<file path="config.mk">
export PLATFORM = sky130hd
export DESIGN_NAME = calc_seq_ctrl
export DESIGN_NICKNAME = d
export VERILOG_FILES = /design/src/rtl/calc_seq_ctrl.sv
export SDC_FILE = /design/constraint.sdc
export NUM_CORES = 1
export LEC_CHECK = 0
export CORE_MARGIN = 3
export CORE_UTILIZATION = 44
export DETAILED_ROUTE_END_ITERATION = 8
export GPL_ROUTABILITY_DRIVEN = 0
export MAX_ROUTING_LAYER = met4
export PLACE_DENSITY = 0.86
export SYNTH_ARGS = -nofsm -noshare
export SYNTH_HDL_FRONTEND = slang
export SYNTH_SLANG_ARGS = --single-unit
export TNS_END_PERCENT = 100
</file>
<file path="constraint.sdc">
create_clock -name clk -period 1.84 [get_ports clk]
set_input_delay 0.552 -clock clk [delete_from_list [all_inputs] [get_ports clk]]
set_output_delay 0.552 -clock clk [all_outputs]
set_load 0.01 [all_outputs]
</file>
<file path="src/rtl/calc_seq_ctrl.sv">
// Moore sequencer for the ratio/sine datapath: capture -> check -> divide -> serial capture -> multiply -> result.
// One start/ready handshake in, one valid/ready result out, with divisor-zero and divider-timeout error reporting.
module calc_seq_ctrl #(
  parameter int DIV_TIMEOUT = 64,
  parameter int SER_BITS    = 10,
  parameter int MUL_LAT     = 4,
  parameter int CNT_W       = 8
) (
  input  logic       clk,
  input  logic       rst,
  input  logic       start,
  output logic       start_ready,
  input  logic       divisor_zero,
  output logic       cap_en,
  output logic       div_en,
  input  logic       div_ok,
  output logic       s2p_en,
  output logic       mul_en,
  output logic       y_load,
  output logic       out_valid,
  input  logic       out_ready,
  output logic       err,
  output logic [1:0] err_code,
  output logic       busy,
  output logic [2:0] state_dbg
);

  localparam logic [2:0] S_IDLE  = 3'd0;
  localparam logic [2:0] S_LOAD  = 3'd1;
  localparam logic [2:0] S_CHECK = 3'd2;
  localparam logic [2:0] S_DIV   = 3'd3;
  localparam logic [2:0] S_SER   = 3'd4;
  localparam logic [2:0] S_MUL   = 3'd5;
  localparam logic [2:0] S_DONE  = 3'd6;
  localparam logic [2:0] S_ERR   = 3'd7;

  localparam logic [1:0] E_NONE    = 2'b00;
  localparam logic [1:0] E_DIVZERO = 2'b01;
  localparam logic [1:0] E_TIMEOUT = 2'b10;

  localparam logic [CNT_W-1:0] DIV_LAST = CNT_W'(DIV_TIMEOUT - 1);
  localparam logic [CNT_W-1:0] SER_LAST = CNT_W'(SER_BITS - 1);
  localparam logic [CNT_W-1:0] MUL_LAT_LAST = CNT_W'(MUL_LAT - 1);

  logic [2:0]       state, state_nxt;
  logic [CNT_W-1:0] cnt, cnt_nxt;
  logic [1:0]       code, code_nxt;

  // One shared counter serves the divider timeout, the serial window and the multiplier window.
  always_comb begin
    state_nxt = state;
    cnt_nxt   = cnt;
    code_nxt  = code;
    case (state)
      S_IDLE: begin
        if (start) begin
          state_nxt = S_LOAD;
          cnt_nxt   = '0;
          code_nxt  = E_NONE;
        end
      end
      S_LOAD: begin
        state_nxt = S_CHECK;
      end
      S_CHECK: begin
        cnt_nxt = '0;
        if (divisor_zero) begin
          state_nxt = S_ERR;
          code_nxt  = E_DIVZERO;
        end else begin
          state_nxt = S_DIV;
        end
      end
      S_DIV: begin
        // A result arriving on the last allowed cycle still counts as success.
        if (div_ok) begin
          state_nxt = S_SER;
          cnt_nxt   = '0;
        end else if (cnt == DIV_LAST) begin
          state_nxt = S_ERR;
          cnt_nxt   = '0;
          code_nxt  = E_TIMEOUT;
        end else begin
          cnt_nxt = cnt + 1'b1;
        end
      end
      S_SER: begin
        if (cnt == SER_LAST) begin
          state_nxt = S_MUL;
          cnt_nxt   = '0;
        end else begin
          cnt_nxt = cnt + 1'b1;
        end
      end
      S_MUL: begin
        if (cnt == MUL_LAT_LAST) begin
          state_nxt = S_DONE;
          cnt_nxt   = '0;
        end else begin
          cnt_nxt = cnt + 1'b1;
        end
      end
      S_DONE, S_ERR: begin
        if (out_ready) begin
          state_nxt = S_IDLE;
        end
      end
      default: begin
        state_nxt = S_IDLE;
        cnt_nxt   = '0;
      end
    endcase
  end

  always_ff @(posedge clk) begin
    if (rst) begin
      state <= S_IDLE;
      cnt   <= '0;
      code  <= E_NONE;
    end else begin
      state <= state_nxt;
      cnt   <= cnt_nxt;
      code  <= code_nxt;
    end
  end

  // err_code stays visible after the ack so software can still read it while idle.
  assign start_ready = (state == S_IDLE);
  assign cap_en      = (state == S_LOAD);
  assign div_en      = (state == S_DIV);
  assign s2p_en      = (state == S_SER);
  assign mul_en      = (state == S_MUL);
  assign y_load      = (state == S_MUL) && (cnt == MUL_LAT_LAST);
  assign out_valid   = (state == S_DONE) || (state == S_ERR);
  assign err         = (state == S_ERR);
  assign err_code    = code;
  assign busy        = (state != S_IDLE);
  assign state_dbg   = state;

endmodule

</file>
==> summary.txt, run 1 <==
Floorplan
  – Die Footprint: 2540 µm²
  – Starting Density: 48.2%
  – Die height: 50.4 µm
  – # rows: 15
  – Core area: 1800 µm²
  – Ports: 20
  – Die width: 50.4 µm

Pwr
  – VDD IR max: 0.00122 V
  – Cell Pwr Density: 1110 nW/µm²
  – Power, Total: 1.53 mW
  – Leak: 0.580 nW

STA
  – RSZ-0062 raised after global routing: true
  – Post-layout min period: 2010 ps
  – Final hold vios: 0
  – Final setup viols: 5
  – Fmax: 0.496 GHz
  – Worst Clk Skew: 11.1 ps
  – Period utilisation layout: 110%
  – Final WS setup: -175 ps
  – Fin. max-slew vios: 0
  – Tightest Pin Transition: 316 ps
  – Slew margin rel.: 78.6%

Clock network
  – Total clock buffers created by CTS: 3
  – TritonCTS clock tree: built
  – Clock-pin transition on the worst setup and hold timing paths: 80 ps
  – Hold_buf cts: 0
  – Worst-skew pair later-pin latency: 300 ps
  – H-tree Lvls: 1
  – # clock sinks: 13
  – CTS root buffer: clkbuf_4
  – Max clock buf depth: 2

Global routing
  – Largest net degree at the start of global routing: 13
  – GRT Total Usage: 26.2%
  – First-pass GRT wire length: 4810 µm
  – Vias in the first global route: 1,072
  – Total gr overflow: 0
  – Initial antenna violation count: 0

Synth
  – Syn Inst Count: 108
  – Syn_area_per_cell: 8.04 µm²
  – Yosys top cell by area: dfxtp_1
  – Netlist cell types: 43
  – Synth top area cells: dfxtp_1 (30%), a31oi_1 (4.3%), nand3b_1 (4.3%), nor2_1 (3.9%), a21oi_1 (3.5%)
  – Sequential-to-total area share from yosys stat: 30.0%
  – Syn Nets: 116
  – Top-area cell type share of the netlist area: 30.0%
  – Post-synthesis register bit count: 13
  – YS warnings: 0
  – Synthesized area: 868 µm²

Hold path
  – WHS Path Cells: 2
  – Hold Path End: cnt[7]
  – Hold/Removal Path Class: register to register
  – Min-delay src: cnt[7]

Placed design
  – Setup WS pre-CTS: -297 ps
  – IO buf count: 19
  – Dpl hpwl: 1860 µm

Final layout
  – Post-Route Utilization: 76.7%
  – Area grow syn2layout: 59.1%
  – Antenna cell count: 0
  – FF/Latch Area: 268 µm²
  – Fill count: 127
  – Fraction of layout cells with a size suffix above 1: 41.7%
  – Nets: 165
  – Multi-input gate area: 634 µm²

Route
  – Highest routed layer: met4
  – WL per Instance: 16.1 µm
  – Detailed Route WL: 2910 µm
  – Post-DR vias/cell: 5.96
  – Drt drc: 0
  – WL met3: 212 µm
  – Routed Antenna Nets: 0
  – Met1 Routed Length: 1160 µm
  – Vias: 1,079
  – TritonRoute pass-1 iters: 6
  – Drt first-iter violations: 40
  – WL met2: 1370 µm

Outcome
  – Failing checks: setup timing
  – Outcome: complete, but fails checks

Critical path
  – Reg2Reg Depth: 6
  – CP required: 1290 ps
  – CP Max Fanout: 2
  – CP Launch Type: register
  – Capture point of the worst reg-to-reg path: state_dbg[0]
  – WS Path Type: register to output port
  – Flop-to-flop setup slack: -80 ps
  – Reg-to-reg critical path startpoint: cnt[4]
  – Crit end category: output port
  – Arr. time, crit path: 1460 ps

Flow run
  – Max_cap viols: 0
[stage by stage]
step | area, µm² | TNS [ps] | hold WS [ps] | std cells
floorplan | 875 | 0 | 466 | 108
global placement | 1270 | -2370 | 498 | 173
detailed placement | 1270 | -2920 | 492 | 173
CTS | 1330 | -401 | 511 | 179
global route | 1380 | -982 | 572 | 181
finish | 1380 | -513 | 506 | 181
[metal layers]
metal	up-vias	GRT usage, %
met4	0	17.9
li1	502	-
met2	58	43.5
met1	499	27.1
met5	-	-
met3	20	6.53
[how the worst max path moves through the flow]
stage | slack (ps) | cells after the start | end | startpoint
global placement | -250 | 3 | y_load | cnt[2]
finish | -170 | 3 | y_load | cnt[4]
detailed placement | -300 | 6 | cnt[7] | div_ok
global route | -210 | 3 | y_load | cnt[4]
floorplan | 50 | 5 | y_load | state_dbg[0]
CTS | -180 | 3 | y_load | cnt[2]
[critical path: stages (launching register included)]
cell,delay [ps]
dfxtp_1,320
or4_4,550
nor3_4,130
buf_2,170
[power breakdown]
part,internal [mW],switching [mW],leakage (nW)
Sequential,0.336,0.0485,0.107
Combinational,0.483,0.461,0.458
Clock,0.0846,0.114,0.0150
Total,0.904,0.624,0.580
[cell usage after synthesis]
master and count:
nand4_1 2, nor3b_1 1, a21oi_1 6, or4_1 1, nand3_1 1, or2_2 1, a2111oi_2 1, and3_2 1
and4bb_2 1, a21boi_0 1, o21ai_0 3, o41ai_1 1, nor3_1 4, o21ba_2 1, o21ai_4 1, o31ai_1 2
a31oi_1 6, and3b_1 1, a211oi_1 3, clkbuf_1 5, ha_1 2, or2b_1 1, or3_1 1, nor2_1 9
o21a_1 2, nand3b_1 5, and2_1 1, a2111oi_0 1, mux2i_1 1, a41o_1 1, a2bb2oi_1 1, buf_2 1
dfxtp_1 13, o211ai_1 2, nand4bb_1 1, nand2_1 7, nand2b_1 3, and2_0 1, a211oi_2 1, inv_1 7
and3_1 2, a31o_1 1, o211ai_2 1
[repair_timing]
action / in CTS / in global routing
buffers inserted: 2 / 2
setup endpoints to repair: 21 / 17
pin swaps: 2 / 9
resized for setup: 47 / 15
gates cloned: 0 / 0
[sequential cells by signal, indices dropped and copies added, names as in the netlist]
register   cells
cnt            8
state_dbg      3
err_code       2
[cell families (layout without fill, tap and decap cells)]
| logic type | count (synthesis) | after routing | synth area share (%) |
|---|---|---|---|
| adder cells (fa/ha/maj) | 2 | 2 | 2.88 |
| buffers and inverters | 13 | 61 | 5.76 |
| AND/OR/NAND/NOR | 44 | 44 | 29.3 |
| flip-flops | 13 | 13 | 30.0 |
| AO/OA/AOI/OAI | 35 | 35 | 31.0 |
| multiplexers | 1 | 1 | 1.15 |
[area by class of cell]
cell class / count / share of cell area (%)
Clock buffer: 4 / 1.90
Inverter: 7 / 1.90
Multi-Input combinational cell: 82 / 45.9
Sequential cell: 13 / 19.4
Tap cell: 25 / 2.26
Timing Repair Buffer: 50 / 28.6
[cells in the final DEF, fill, tap and decap left out, types with 2 or more instances in the layout]
cell type / n
o211ai_1: 2
nor3_1: 3
nand2b_1: 2
inv_1: 7
buf_6: 4
a31oi_1: 6
nor2_1: 8
buf_4: 27
a2111oi_2: 2
nand3b_1: 5
nand2_1: 7
dfxtp_1: 9
clkbuf_2: 2
a21oi_1: 6
ha_1: 2
clkbuf_4: 3
buf_2: 6
nand4_1: 2
and3_1: 2
o21a_1: 2
clkdlybuf4s50_1: 7
dfxtp_2: 3
a211oi_1: 2
dlygate4sd2_1: 3
Note: power is estimated with default switching activity, not from simulation.
==> run 2: changes to the inputs <==
--- a/config.mk
+++ b/config.mk
@@ -9,8 +9,10 @@
 export CORE_UTILIZATION = 44
 export DETAILED_ROUTE_END_ITERATION = 8
 export GPL_ROUTABILITY_DRIVEN = 0
+export GPL_TIMING_DRIVEN = 0
 export MAX_ROUTING_LAYER = met4
 export PLACE_DENSITY = 0.86
+export SLEW_MARGIN = 20
 export SYNTH_ARGS = -nofsm -noshare
 export SYNTH_HDL_FRONTEND = slang
 export SYNTH_SLANG_ARGS = --single-unit
==> summary.txt, run 2 (synthesis gave the netlist of run 1 again) <==
Outcome
  – Outcome: complete, but fails checks (unchanged)
  – Failing checks: setup timing (unchanged)

Final layout
  – Nets: 150 (was 165)
  – Fill count: 138 (was 127)
  – Max FFs per register: 8 (unchanged)
  – FF/Latch Area: 279 µm² (was 268 µm²)
  – Design Area, Final: 1280 µm² (was 1380 µm²)
  – Fraction of layout cells with a size suffix above 1: 37.6% (was 41.7%)
  – Post-Route Utilization: 70.8% (was 76.7%)
  – Non-Filler Instances: 166 (was 181)
  – Multi-input gate area: 609 µm² (was 634 µm²)
  – Commonest non-fill, non-tap cells in the layout: clkdlybuf4s50_1 (9), buf_4 (9), nor2_1 (8) (was buf_4 (27), dfxtp_1 (9), nor2_1 (8))
  – Antenna cell count: 0 (unchanged)
  – Area grow syn2layout: 47.0% (was 59.1%)
  – Largest Register: cnt (unchanged)

Critical path
  – CP required: 1290 ps (about the same)
  – Worst path top cell family by delay: simple AND/OR/NAND/NOR gates (unchanged)
  – Crit end category: output port (unchanged)
  – CP max stage cell: or4_4 (unchanged)
  – CP Launch Type: register (unchanged)
  – WS Path Type: register to output port (unchanged)
  – Worst path depth: 3 (unchanged)
  – Arr. time, crit path: 1450 ps (was 1460 ps)
  – Flop-to-flop setup slack: -120 ps (was -80 ps)
  – Buf+Inv Stages, Crit Path: 1 (unchanged)
  – Reg2Reg Depth: 6 (unchanged)
  – Critical-path cell list: or4_4 -> nor3_2 -> buf_2 (was or4_4 -> nor3_4 -> buf_2)
  – CP max stage delay: 540 ps (was 550 ps)
  – CP Max Fanout: 6 (was 2)

Global routing
  – Vias in the first global route: 854 (was 1,072)
  – First-pass GRT wire length: 3890 µm (was 4810 µm)
  – Largest net degree at the start of global routing: 11 (was 13)
  – Initial antenna violation count: 0 (unchanged)
  – Total gr overflow: 0 (unchanged)
  – GRT Total Usage: 21.0% (was 26.2%)

Floorplan
  – # rows: 15 (unchanged)
  – Die Footprint: 2540 µm² (unchanged)
  – Die width: 50.4 µm (unchanged)
  – Core area: 1800 µm² (unchanged)
  – Die height: 50.4 µm (unchanged)
  – Ports: 20 (unchanged)
  – Starting Density: 48.2% (unchanged)

STA
  – Hold slack: 499 ps (was 506 ps)
  – Tightest Pin Transition: 463 ps (was 316 ps)
  – Fmax: 0.499 GHz (was 0.496 GHz)
  – Post-layout min period: 2010 ps (about the same)
  – RSZ-0062 raised after global routing: true (unchanged)
  – Sum Neg Setup Slack: -404 ps (was -513 ps)
  – Final setup viols: 5 (unchanged)
  – Fin. max-slew vios: 0 (unchanged)
  – Slew margin rel.: 69.0% (was 78.6%)
  – Final hold vios: 0 (unchanged)
  – Final WS setup: -166 ps (was -175 ps)
  – Period utilisation layout: 109% (was 110%)
  – Worst Clk Skew: 20.3 ps (was 11.1 ps)

Placed design
  – IO buf count: 19 (unchanged)
  – DP Area: 1100 µm² (was 1270 µm²)
  – Placed cells: 152 (was 173)
  – Dpl hpwl: 1550 µm (was 1860 µm)
  – Setup WS pre-CTS: -431 ps (was -297 ps)

Clock network
  – Clock-pin transition on the worst setup and hold timing paths: 80 ps (about the same)
  – # clock sinks: 13 (unchanged)
  – H-tree Lvls: 1 (unchanged)
  – Total clock buffers created by CTS: 3 (unchanged)
  – Hold_buf cts: 0 (unchanged)
  – Max clock buf depth: 2 (unchanged)
  – Worst-skew pair later-pin latency: 310 ps (was 300 ps)
  – CTS root buffer: clkbuf_4 (unchanged)
  – TritonCTS clock tree: built (unchanged)

Pwr
  – Leak: 0.511 nW (was 0.580 nW)
  – Cell Pwr Density: 1190 nW/µm² (was 1110 nW/µm²)
  – VDD IR max: 0.00109 V (was 0.00122 V)
  – Power, Total: 1.51 mW (was 1.53 mW)

Route
  – Post-DR vias/cell: 5.99 (was 5.96)
  – Detailed Route WL: 2830 µm (was 2910 µm)
  – Drt drc: 0 (unchanged)
  – WL per Instance: 17.0 µm (was 16.1 µm)
  – Routed Antenna Nets: 0 (unchanged)
  – TritonRoute pass-1 iters: 4 (was 6)
  – Drt first-iter violations: 24 (was 40)
  – Vias: 995 (was 1,079)

Flow run
  – Max_cap viols: 0 (unchanged)

Hold path
  – WHS Path Cells: 1 (was 2)
  – Hold/Removal Path Class: register to register (unchanged)
-- run 2: metal layers --
layer | GRT usage (%) | wire (µm) | up-vias
li1 | - | - | 469
met1 | 25.6 | 1200 | 490
met2 | 32.4 | 1440 | 31
met3 | 3.86 | 131 | 5
met4 | 11.7 | 57 | 0
met5 | - | 0 | -
-- run 2: path summary, 6_finish.rpt --
path,start,to
setup / recovery,cnt[4],y_load
hold / removal,cnt[4],cnt[4]
setup reg to reg,cnt[4],state_dbg[1]
hold reg to reg,cnt[4],cnt[4]
-- run 2: where the power goes --
part           internal (mW)  leakage (nW)  switching (mW)
clock network         0.0847        0.0150           0.118
logic                  0.466         0.387           0.440
registers              0.340         0.110          0.0632
total                  0.891         0.511           0.622
-- run 2: layout make-up --
type                            instances  share of cell area (%)
Clock buffer                            4                    2.06
Tap cell                               25                    2.45
Inverter                                7                    2.06
Multi-Input combinational cell         82                    47.7
Timing Repair Buffer                   30                    19.7
Sequential cell                        13                    21.9
Buffer                                  5                    4.12
-- run 2: worst register-to-register path: stages, from the launching register on --
cell	delay (ps)
dfxtp_2	350
or4_4	540
a211oi_2	290
o211ai_2	170
buf_4	180
o211ai_1	210
o41ai_1	120
-- run 2: what timing repair did --
item                       CTS  global route
cloned                       0             1
gates resized for setup     53            17
buffers inserted             4             6
pin swaps                    5             1
setup endpoints to repair   17            16
